===== src/rtl/score_seg_tx_pkg.sv =====
// Shared constants for the score display transmitter: active-low segment
// patterns, frame length and FSM state encoding.
package score_seg_tx_pkg;

    localparam int FRAME_BITS = 64;

    localparam logic [7:0] SEG_0     = 8'hC0;
    localparam logic [7:0] SEG_1     = 8'hF9;
    localparam logic [7:0] SEG_2     = 8'hA4;
    localparam logic [7:0] SEG_3     = 8'hB0;
    localparam logic [7:0] SEG_4     = 8'h99;
    localparam logic [7:0] SEG_5     = 8'h92;
    localparam logic [7:0] SEG_6     = 8'h82;
    localparam logic [7:0] SEG_7     = 8'hF8;
    localparam logic [7:0] SEG_8     = 8'h80;
    localparam logic [7:0] SEG_9     = 8'h90;
    localparam logic [7:0] SEG_DASH  = 8'hBF;
    localparam logic [7:0] SEG_BLANK = 8'hFF;

    localparam logic [1:0] ST_IDLE  = 2'd0;
    localparam logic [1:0] ST_LOAD  = 2'd1;
    localparam logic [1:0] ST_SHIFT = 2'd2;
    localparam logic [1:0] ST_LATCH = 2'd3;

    // Non-BCD nibbles render as a dash so a corrupted score is visible.
    function automatic logic [7:0] seg_code(input logic [3:0] nib);
        case (nib)
            4'd0:    seg_code = SEG_0;
            4'd1:    seg_code = SEG_1;
            4'd2:    seg_code = SEG_2;
            4'd3:    seg_code = SEG_3;
            4'd4:    seg_code = SEG_4;
            4'd5:    seg_code = SEG_5;
            4'd6:    seg_code = SEG_6;
            4'd7:    seg_code = SEG_7;
            4'd8:    seg_code = SEG_8;
            4'd9:    seg_code = SEG_9;
            default: seg_code = SEG_DASH;
        endcase
    endfunction

endpackage


===== src/rtl/score_seg_tx_seg_decode.sv =====
// One display digit: BCD nibble plus blank request to an active-low
// seven-segment byte (dp always off).
module score_seg_tx_seg_decode
    import score_seg_tx_pkg::*;
(
    input  logic [3:0] nib_i,
    input  logic       blank_i,
    output logic [7:0] seg_o
);

    assign seg_o = blank_i ? SEG_BLANK : seg_code(nib_i);

endmodule


===== src/rtl/score_seg_tx.sv =====
// Serialises the 3-digit BCD score into the 8-digit shift-register display
// chain, retransmitting whenever the score changes or a resend is requested.
module score_seg_tx
    import score_seg_tx_pkg::*;
#(
    parameter int CLK_DIV = 4
) (
    input  logic        clk,
    input  logic        rst,
    input  logic [11:0] score_i,
    input  logic        force_i,
    output logic        seg_clk_o,
    output logic        seg_sout_o,
    output logic        seg_pen_o,
    output logic        seg_clrn_o,
    output logic        busy_o
);

    localparam int DIV_W = (CLK_DIV > 1) ? $clog2(CLK_DIV) : 1;
    localparam int BIT_W = $clog2(FRAME_BITS);
    localparam logic [DIV_W-1:0] DIV_LAST = DIV_W'(CLK_DIV - 1);
    localparam logic [BIT_W-1:0] BIT_LAST = BIT_W'(FRAME_BITS - 1);

    logic [1:0]            state_q, state_d;
    logic [DIV_W-1:0]      div_q, div_d;
    logic [BIT_W-1:0]      bit_q, bit_d;
    logic                  sclk_q, sclk_d;
    logic                  sout_q, sout_d;
    logic                  pen_q, pen_d;
    logic                  dirty_q, dirty_d;
    logic                  clrn_q;
    logic [FRAME_BITS-1:0] frame_q;
    logic [11:0]           last_q;
    logic                  load_frame, shift_frame;

    logic [7:0]            dig2, dig1, dig0;
    logic [FRAME_BITS-1:0] frame_new;
    logic                  hund_zero, tens_zero;

    assign hund_zero = (score_i[11:8] == 4'd0);
    assign tens_zero = (score_i[7:4] == 4'd0);

    score_seg_tx_seg_decode u_dec2 (
        .nib_i   (score_i[11:8]),
        .blank_i (hund_zero),
        .seg_o   (dig2)
    );

    score_seg_tx_seg_decode u_dec1 (
        .nib_i   (score_i[7:4]),
        .blank_i (hund_zero && tens_zero),
        .seg_o   (dig1)
    );

    score_seg_tx_seg_decode u_dec0 (
        .nib_i   (score_i[3:0]),
        .blank_i (1'b0),
        .seg_o   (dig0)
    );

    assign frame_new = {{5{SEG_BLANK}}, dig2, dig1, dig0};

    always_comb begin
        state_d     = state_q;
        div_d       = div_q;
        bit_d       = bit_q;
        sclk_d      = sclk_q;
        sout_d      = sout_q;
        pen_d       = pen_q;
        dirty_d     = dirty_q;
        load_frame  = 1'b0;
        shift_frame = 1'b0;
        case (state_q)
            ST_IDLE: begin
                if (dirty_q || force_i || (score_i != last_q)) begin
                    state_d = ST_LOAD;
                end
            end
            ST_LOAD: begin
                // MSB goes straight to the pin; the register keeps the rest.
                load_frame = 1'b1;
                dirty_d    = 1'b0;
                sout_d     = frame_new[FRAME_BITS-1];
                div_d      = '0;
                bit_d      = '0;
                sclk_d     = 1'b0;
                state_d    = ST_SHIFT;
            end
            ST_SHIFT: begin
                if (div_q == DIV_LAST) begin
                    div_d = '0;
                    if (!sclk_q) begin
                        sclk_d = 1'b1;
                    end else begin
                        sclk_d = 1'b0;
                        if (bit_q == BIT_LAST) begin
                            bit_d   = '0;
                            pen_d   = 1'b1;
                            state_d = ST_LATCH;
                        end else begin
                            shift_frame = 1'b1;
                            sout_d      = frame_q[FRAME_BITS-1];
                            bit_d       = bit_q + 1'b1;
                        end
                    end
                end else begin
                    div_d = div_q + 1'b1;
                end
            end
            ST_LATCH: begin
                state_d = ST_IDLE;
            end
            default: begin
                state_d = ST_IDLE;
            end
        endcase
    end

    always_ff @(posedge clk or posedge rst) begin
        if (rst) begin
            state_q <= ST_IDLE;
            div_q   <= '0;
            bit_q   <= '0;
            sclk_q  <= 1'b0;
            sout_q  <= 1'b1;
            pen_q   <= 1'b0;
            dirty_q <= 1'b1;
            clrn_q  <= 1'b0;
        end else begin
            state_q <= state_d;
            div_q   <= div_d;
            bit_q   <= bit_d;
            sclk_q  <= sclk_d;
            sout_q  <= sout_d;
            pen_q   <= pen_d;
            dirty_q <= dirty_d;
            clrn_q  <= 1'b1;
        end
    end

    // Data-only registers; dirty forces a resend after reset, so no reset needed.
    always_ff @(posedge clk) begin
        if (load_frame) begin
            frame_q <= {frame_new[FRAME_BITS-2:0], 1'b0};
            last_q  <= score_i;
        end else if (shift_frame) begin
            frame_q <= {frame_q[FRAME_BITS-2:0], 1'b0};
        end
    end

    assign seg_clk_o  = sclk_q;
    assign seg_sout_o = sout_q;
    assign seg_pen_o  = pen_q;
    assign seg_clrn_o = clrn_q;
    assign busy_o     = (state_q != ST_IDLE);

endmodule


===== config.mk =====
export PLATFORM = sky130hd
export DESIGN_NAME = score_seg_tx
export DESIGN_NICKNAME = d
export VERILOG_FILES = /design/src/rtl/score_seg_tx_pkg.sv /design/src/rtl/score_seg_tx_seg_decode.sv /design/src/rtl/score_seg_tx.sv
export SDC_FILE = /design/constraint.sdc
export NUM_CORES = 1
export LEC_CHECK = 0
export ABC_AREA = 0
export CAP_MARGIN = 0
export CORE_ASPECT_RATIO = 0.5
export CORE_UTILIZATION = 55
export DETAILED_ROUTE_END_ITERATION = 10
export PLACE_DENSITY_LB_ADDON = 0.25
export REMOVE_ABC_BUFFERS = 1
export SLEW_MARGIN = 20
export SYNTH_ARGS = -nofsm -noshare
export SYNTH_HDL_FRONTEND = slang
export SYNTH_SLANG_ARGS = --single-unit

===== constraint.sdc =====
create_clock -name clk -period 3.2 [get_ports clk]
set_clock_uncertainty 0.1 [all_clocks]
set_input_delay 0.32 -clock clk [delete_from_list [all_inputs] [get_ports clk]]
set_output_delay 0.32 -clock clk [all_outputs]
set_load 0.01 [all_outputs]

==> metrics.yaml, run 1 <==
worst_setup_path:
  cp.depth: 7
  crit-reg2reg-launch: "state_q[0]"
  critPathTopFamily: "simple AND/OR/NAND/NOR gates"
  worstSetupEndpointType: "register"
  biggest_cell_delay_along_the_critical_path_ns: 0.54
  cp_data_required_time_ns: 3.31
  critical_path_arrival_ns: 2.35
  crit_path_max_fanout: 5
  r2r-end: "state_q[1]"
  startpoint_types: "input port"
  standard_cell_with_the_maximum_stage_delay_on_the_critical_path: "clkdlybuf4s50_1"
  crit_chain: "clkdlybuf4s50_1 > inv_1 > ha_1 > or4b_1 > nor3_2 > nand3b_1 > o22a_1"
  worstSetupPathType: "input port to register"
  cp_num_buf_inv: 2
  reg2regPathDepth: 6
  r2r_setup_slack_ns: 0.97
global_routing:
  grt_start_max_net_pins: 48
  groute.usage.overall_pct: 20.8
  grt_antenna_before_repair: 0
  grt_first_pass_wirelength_mm: 13.0
  total_congestion_overflow_after_global_routing: 0
  number_of_global_route_vias_before_repair: 2931
routing:
  drt_pre_antenna_iters: 4
  post-route-drc-count: 0
  wl_per_cell_um: 14.3
  postRouteWirelength_mm: 7.62
  ant_nets: 0
  drtIter0Drc: 228
  via_count: 2983
  post_drt_via_cell_ratio: 5.60
placed_design:
  gp_congestion: 0.848
  place_hpwl_mm: 5.01
  buffer_ports.inserted: 19
  place_area_mm2: 0.00438
  place_inst: 517
power_and_ir_drop:
  power.net_switching_uw: 477
  power.combinational.fraction_pct: 4.1
  power-per-cell-area_mw_per_mm2: 487
  design_power_total_uw: 2270
  sw_frac_of_total_pct: 21.0
  pwr-share-clk_pct: 43.6
  total_leakage_power_uw: 0.00198
  seqPwrFrac_pct: 52.3
  vdd_ir_drop_max_mv: 0.279
  cellInternalPower_uw: 1800
clocking:
  cts_tree: "done"
  post_cts.resized_instances: 0
  cts.sink_count: 90
  clk_pin_slew_worst_paths_ns: 0.06
  cts-hold-fix-buffers: 0
  h-tree-depth: 3
  clock_path_buffers: 2
  number_of_buffers_inserted_during_clock_tree_synthesis: 9
  cts_root_buf: "clkbuf_16"
  cts_setup_buffers: 0
  clock_latency_ns: 0.34
synth:
  synth_most_common_cell: "nand2_1"
  yosys_register_bits: 90
  ys_types: 48
  synth_warnings: 0
  post_synth_main_area_contributors: "edfxtp_1 (26%), dfxtp_1 (19%), nand2_1 (8.1%)"
  area_fraction_of_the_dominant_cell_type_after_synthesis_pct: 26.2
  avgSynthCellArea_um2: 9.75
  postSynth.topFlopCell: "dfxtp_1"
  synth_edf_count: 36
  synth_sequential_area_ratio_pct: 54.3
  syn_inst: 423
  synthArstFlopShare_pct: 16.7
  syn_area_mm2: 0.00412
  ys_top_cells_by_count: "nand2_1 (89), nand3_1 (47), dfxtp_1 (39)"
  synth_top_cell_by_area: "edfxtp_1"
timing:
  final_min_period_over_clock_period_pct: 69.9
  timing.fmax_mhz: 447
  max_slew_margin_pct: 59.1
  tightest_slew_ns: 0.607
  finalMaxSlewViolations: 0
  timing_hold_violations_final: 0
  finalWorstPathRequiredPeriod_ns: 2.24
  rsz0062_at_grt: "false"
  timing.hold.ws_ns: 0.244
  setup_viol_count_final: 0
layout:
  antenna-diode-count: 0
  final_cell_area_mm2: 0.00467
  multi_input_comb_area_mm2: 0.00170
  drive_above_1_share_pct: 8.16
  syn2layout_area_growth_pct: 13.2
  fin_cells: 533
  ff_latch_area_mm2: 0.00224
  final_net_count: 471
  layout.filler_cells: 530
floorplanning:
  io_pins: 20
  design.core.area_mm2: 0.00696
  floorplan.die_area_mm2: 0.00787
  fp.dieW_um: 124
  die_y_um: 63.2
  core.rowCount: 21
  initial_core_util_pct: 59.2
min_path:
  hold_class: "input port to async pin"
outcome:
  run_status: "completed"
run:
  max_cap_viol: 0
-- layout by cell type, fill, tap and decap left out, drive strengths merged, types with 3 or more instances in the layout --
| cell type | n |
|---|---|
| a21o | 4 |
| a21oi | 22 |
| a31oi | 4 |
| and3 | 3 |
| buf | 6 |
| clkbuf | 12 |
| clkdlybuf4s50 | 19 |
| clkinv | 3 |
| dfrtp | 13 |
| dfxtp | 39 |
| edfxtp | 36 |
| ha | 20 |
| inv | 24 |
| mux2 | 3 |
| nand2 | 89 |
| nand2b | 4 |
| nand3 | 47 |
| nand3b | 3 |
| nor2 | 11 |
| nor2b | 3 |
| nor3 | 4 |
| o211ai | 3 |
| o21ai | 13 |
| o21bai | 3 |
| o22a | 10 |
| or2 | 5 |
| xnor2 | 11 |
-- state kept, by name (all words and copies together) (netlist names) --
name        count
seg_clrn_o      1
seg_sout_o      1
div_q           2
dirty_q         1
bit_q           6
seg_clk_o       1
state_q         2
seg_pen_o       1
last_q         12
frame_q        63
-- cells by family after synthesis --
family | share of synthesized area [%]
AO/OA/AOI/OAI | 11.2
XOR/XNOR | 2.55
adder cells (fa/ha/maj) | 6.07
buffers and inverters | 4.61
flip-flops | 54.3
multiplexers | 1.30
other | 0.0910
AND/OR/NAND/NOR | 19.9
-- metrics by stage --
| step | utilization, % | TNS (ns) | worst slack [ns] |
|---|---|---|---|
| floorplan | - | -8.87 | -0.370 |
| global placement | 62.9 | 0 | 0.799 |
| detailed placement | 62.9 | 0 | 0.671 |
| CTS | 67.0 | 0 | 0.950 |
| global route | 67.0 | 0 | 0.838 |
| finish | 67.0 | 0 | 0.963 |
-- per-layer routing --
metal  vias to the layer above  wire length (um)  GRT usage [%]  part of all wire [%]
met3                        13               298           6.37                   3.9
met4                         0               112           8.43                   1.5
met1                      1436              3580           25.4                    47
li1                       1474                 -              -                     -
met5                         -                 0              0                     0
met2                        60              3630           34.6                    48
-- worst max-delay path by stage --
stage / endpoint / start
finish: frame_q[14] / score_i[4]
global route: frame_q[11] / score_i[4]
CTS: state_q[1] / state_q[0]
detailed placement: frame_q[14] / score_i[4]
global placement: state_q[1] / score_i[4]
floorplan: frame_q[10] / bit_q[1]
-- power by group through the flow --
stage                     Sequential [uW]  Combinational [uW]  Clock (uW)
final                                1190                93.1         991
after global routing                 1190                 102        1050
after CTS                            1190                92.1        1000
after detailed placement             1210                91.3           0
after global placement               1210                86.1           0
after floorplan                      1210                44.2           0
-- area by class of cell --
class / count / area share [%]
Tap cell: 92 / 2.47
Timing Repair Buffer: 25 / 5.04
Clock buffer: 12 / 5.50
Clock inverter: 4 / 0.563
Multi-Input combinational cell: 286 / 36.5
Inverter: 24 / 1.93
Sequential cell: 90 / 48.0
Power figures use the tool's default switching activity.
==> run 2, diff against run 1 <==
clock period = 2.3 ns   (was 3.2 ns; I/O delays follow)
==> metrics.yaml, run 2 (synthesis gave the netlist of run 1 again) <==
clocking:
  post_cts.resized_instances: 0  # unchanged
  clock_path_buffers: 2  # unchanged
  cts_setup_buffers: 0  # unchanged
  cts-hold-fix-buffers: 0  # unchanged
  number_of_buffers_inserted_during_clock_tree_synthesis: 9  # unchanged
  cts_tree: "done"
  clk_pin_slew_worst_paths_ns: 0.06  # about the same
  h-tree-depth: 3  # unchanged
  cts.sink_count: 90  # unchanged
  cts_root_buf: "clkbuf_16"
  clock_latency_ns: 0.34  # about the same
floorplanning:
  design.core.area_mm2: 0.00696  # unchanged
  fp.dieW_um: 124  # unchanged
  die_y_um: 63.2  # unchanged
  initial_core_util_pct: 59.2  # unchanged
  io_pins: 20  # unchanged
  core.rowCount: 21  # unchanged
  floorplan.die_area_mm2: 0.00787  # unchanged
worst_setup_path:
  critical_path_arrival_ns: 2.29  # -0.06 ns
  startpoint_types: "register"
  worstSetupEndpointType: "register"
  cp_data_required_time_ns: 2.42  # -0.89 ns
  crit_path_max_fanout: 3  # -2
  worstSetupPathType: "register to register"
routing:
  post-route-drc-count: 0  # unchanged
  ant_nets: 0  # unchanged
  drt_pre_antenna_iters: 5  # +1
  postRouteWirelength_mm: 7.71  # +1.2%
  drtIter0Drc: 190  # -17%
  post_drt_via_cell_ratio: 5.50  # -1.8%
  via_count: 3012  # +0.97%
  wl_per_cell_um: 14.1  # -1.6%
timing:
  max_slew_margin_pct: 60.3  # +1.2 points
  finalWorstPathRequiredPeriod_ns: 2.17
  final.setup.tns_ns: 0  # unchanged
  timing.hold.ws_ns: 0.148  # -0.0961 ns
  setup_viol_count_final: 0  # unchanged
  tightest_slew_ns: 0.589  # -0.0185 ns
  finalMaxSlewViolations: 0  # unchanged
  timing_hold_violations_final: 0  # unchanged
  post-route-worst-setup-slack_ns: 0.134  # -0.829 ns
  rsz0062_at_grt: "false"
  timing.fmax_mhz: 462
  final_min_period_over_clock_period_pct: 94.2
placed_design:
  pre_cts_slack_ns: -0.00201  # -0.673 ns
  place_hpwl_mm: 5.16  # +3.1%
  buffer_ports.inserted: 19  # unchanged
  place_area_mm2: 0.00451  # +2.9%
  gp_congestion: 0.894  # +5.4%
global_routing:
  groute.usage.overall_pct: 21.9  # +1.1 points
  global_route.usage.met3_pct: 7.90  # +1.5 points
  gr_met2_demand_resource_pct: 37.2  # +2.6 points
  total_congestion_overflow_after_global_routing: 0  # unchanged
  met1_usage_pct: 26.4  # +1.1 points
  grt_start_max_net_pins: 48  # unchanged
  grt_first_pass_wirelength_mm: 13.6  # +4.6%
  grt-busiest-layer: "met2"
  grt_antenna_before_repair: 0  # unchanged
  number_of_global_route_vias_before_repair: 2994  # +2.1%
layout:
  drive_above_1_share_pct: 11.4  # +3.2 points
  largest_register_ffs: 63  # unchanged
  final_cell_area_mm2: 0.00484  # +3.8%
  final_net_count: 486  # +3.2%
  antenna-diode-count: 0  # unchanged
  regMostFlops: "frame_q"
  layout_common_cells: "nand2_1 (89), nand3_1 (47), dfxtp_1 (39)"
  top_regs: "frame_q x63, last_q x12, bit_q x6"
  layout_commonest_cell: "nand2_1"
  syn2layout_area_growth_pct: 17.5
power_and_ir_drop:
  cellInternalPower_uw: 2740  # +53%
  power.net_switching_uw: 690  # +45%
  seqPwrFrac_pct: 48.2  # -4.1 points
  power-per-cell-area_mw_per_mm2: 708  # +45%
  total_leakage_power_uw: 0.00208  # +5.1%
  power.combinational.fraction_pct: 4.2  # about the same
  sw_frac_of_total_pct: 20.1  # -0.88 points
  vdd_ir_drop_max_mv: 0.406  # +45%
  pwr-share-clk_pct: 47.6  # +4.0 points
run:
  max_cap_viol: 0  # unchanged
outcome:
  run_status: "completed"
min_path:
  hold_class: "input port to async pin"
==> run 2: cell count changes in the layout (fill, tap and decap cells not counted) <==
cell,before,now
bufinv_16,0,2
buf_12,0,1
clkbuf_16,9,10
buf_4,6,20
inv_6,0,1
clkbuf_8,2,0
clkbuf_1,1,0
clkinv_4,1,0
==> run 2: worst paths after layout <==
path	startpoint	to	slack (ns)	cells after the start
setup / recovery	state_q[0]	state_q[1]	0.13	6
hold / removal	rst	seg_clrn_o	0.15	2
setup reg to reg	state_q[0]	state_q[1]	0.13	6
hold reg to reg	seg_pen_o	seg_pen_o	0.36	1
max in group asynchronous	rst	state_q[0]	1.57	2
min in group clk	seg_pen_o	seg_pen_o	0.36	1
==> run 2: final cells by class <==
type                       instances  area [um^2]
tap                               92          115
fill                             515         2120
multi-input combinational        286         1700
sequential                        90         2240
clock inverter                     6         86.3
timing repair buffer              40          360
inverter                          24         90.1
clock buffer                      10          250
==> run 2: layer usage <==
layer  vias up  part of all wire [%]
li1       1509                     -
met1      1425                    46
met2        63                    49
met3        15                   4.2
met4         0                   1.5
met5         -                     0
==> run 2: metrics by stage <==
step | utilization, % | cells | power (uW)
final | 69.6 | 548 | 3430
after global routing | 69.6 | 548 | 3540
after CTS | 69.6 | 548 | 3460
after detailed placement | 64.7 | 532 | 1830
after global placement | 64.7 | 532 | 1820
after floorplan | - | 400 | 1750
==> run 2: critical path, cell delays in order (launching register included) <==
cell	delay, ns
dfrtp_1	0.39
inv_1	0.11
ha_1	0.18
inv_2	0.05
or4_4	0.50
o41ai_2	0.38
mux2_1	0.35
==> run 2: power by group through the flow <==
stage / clock network, uW / registers, uW / logic, uW
floorplan: 0 / 1690 / 61.6
global placement: 0 / 1690 / 136
detailed placement: 0 / 1690 / 143
CTS: 1660 / 1650 / 144
global route: 1730 / 1650 / 161
finish: 1630 / 1650 / 143
==> run 3, diff against run 2 <==
GPL_TIMING_DRIVEN = 1   (was default)
==> results of run 3 <==
No change in the layout: final DEF, timing and power equal those of run 2.
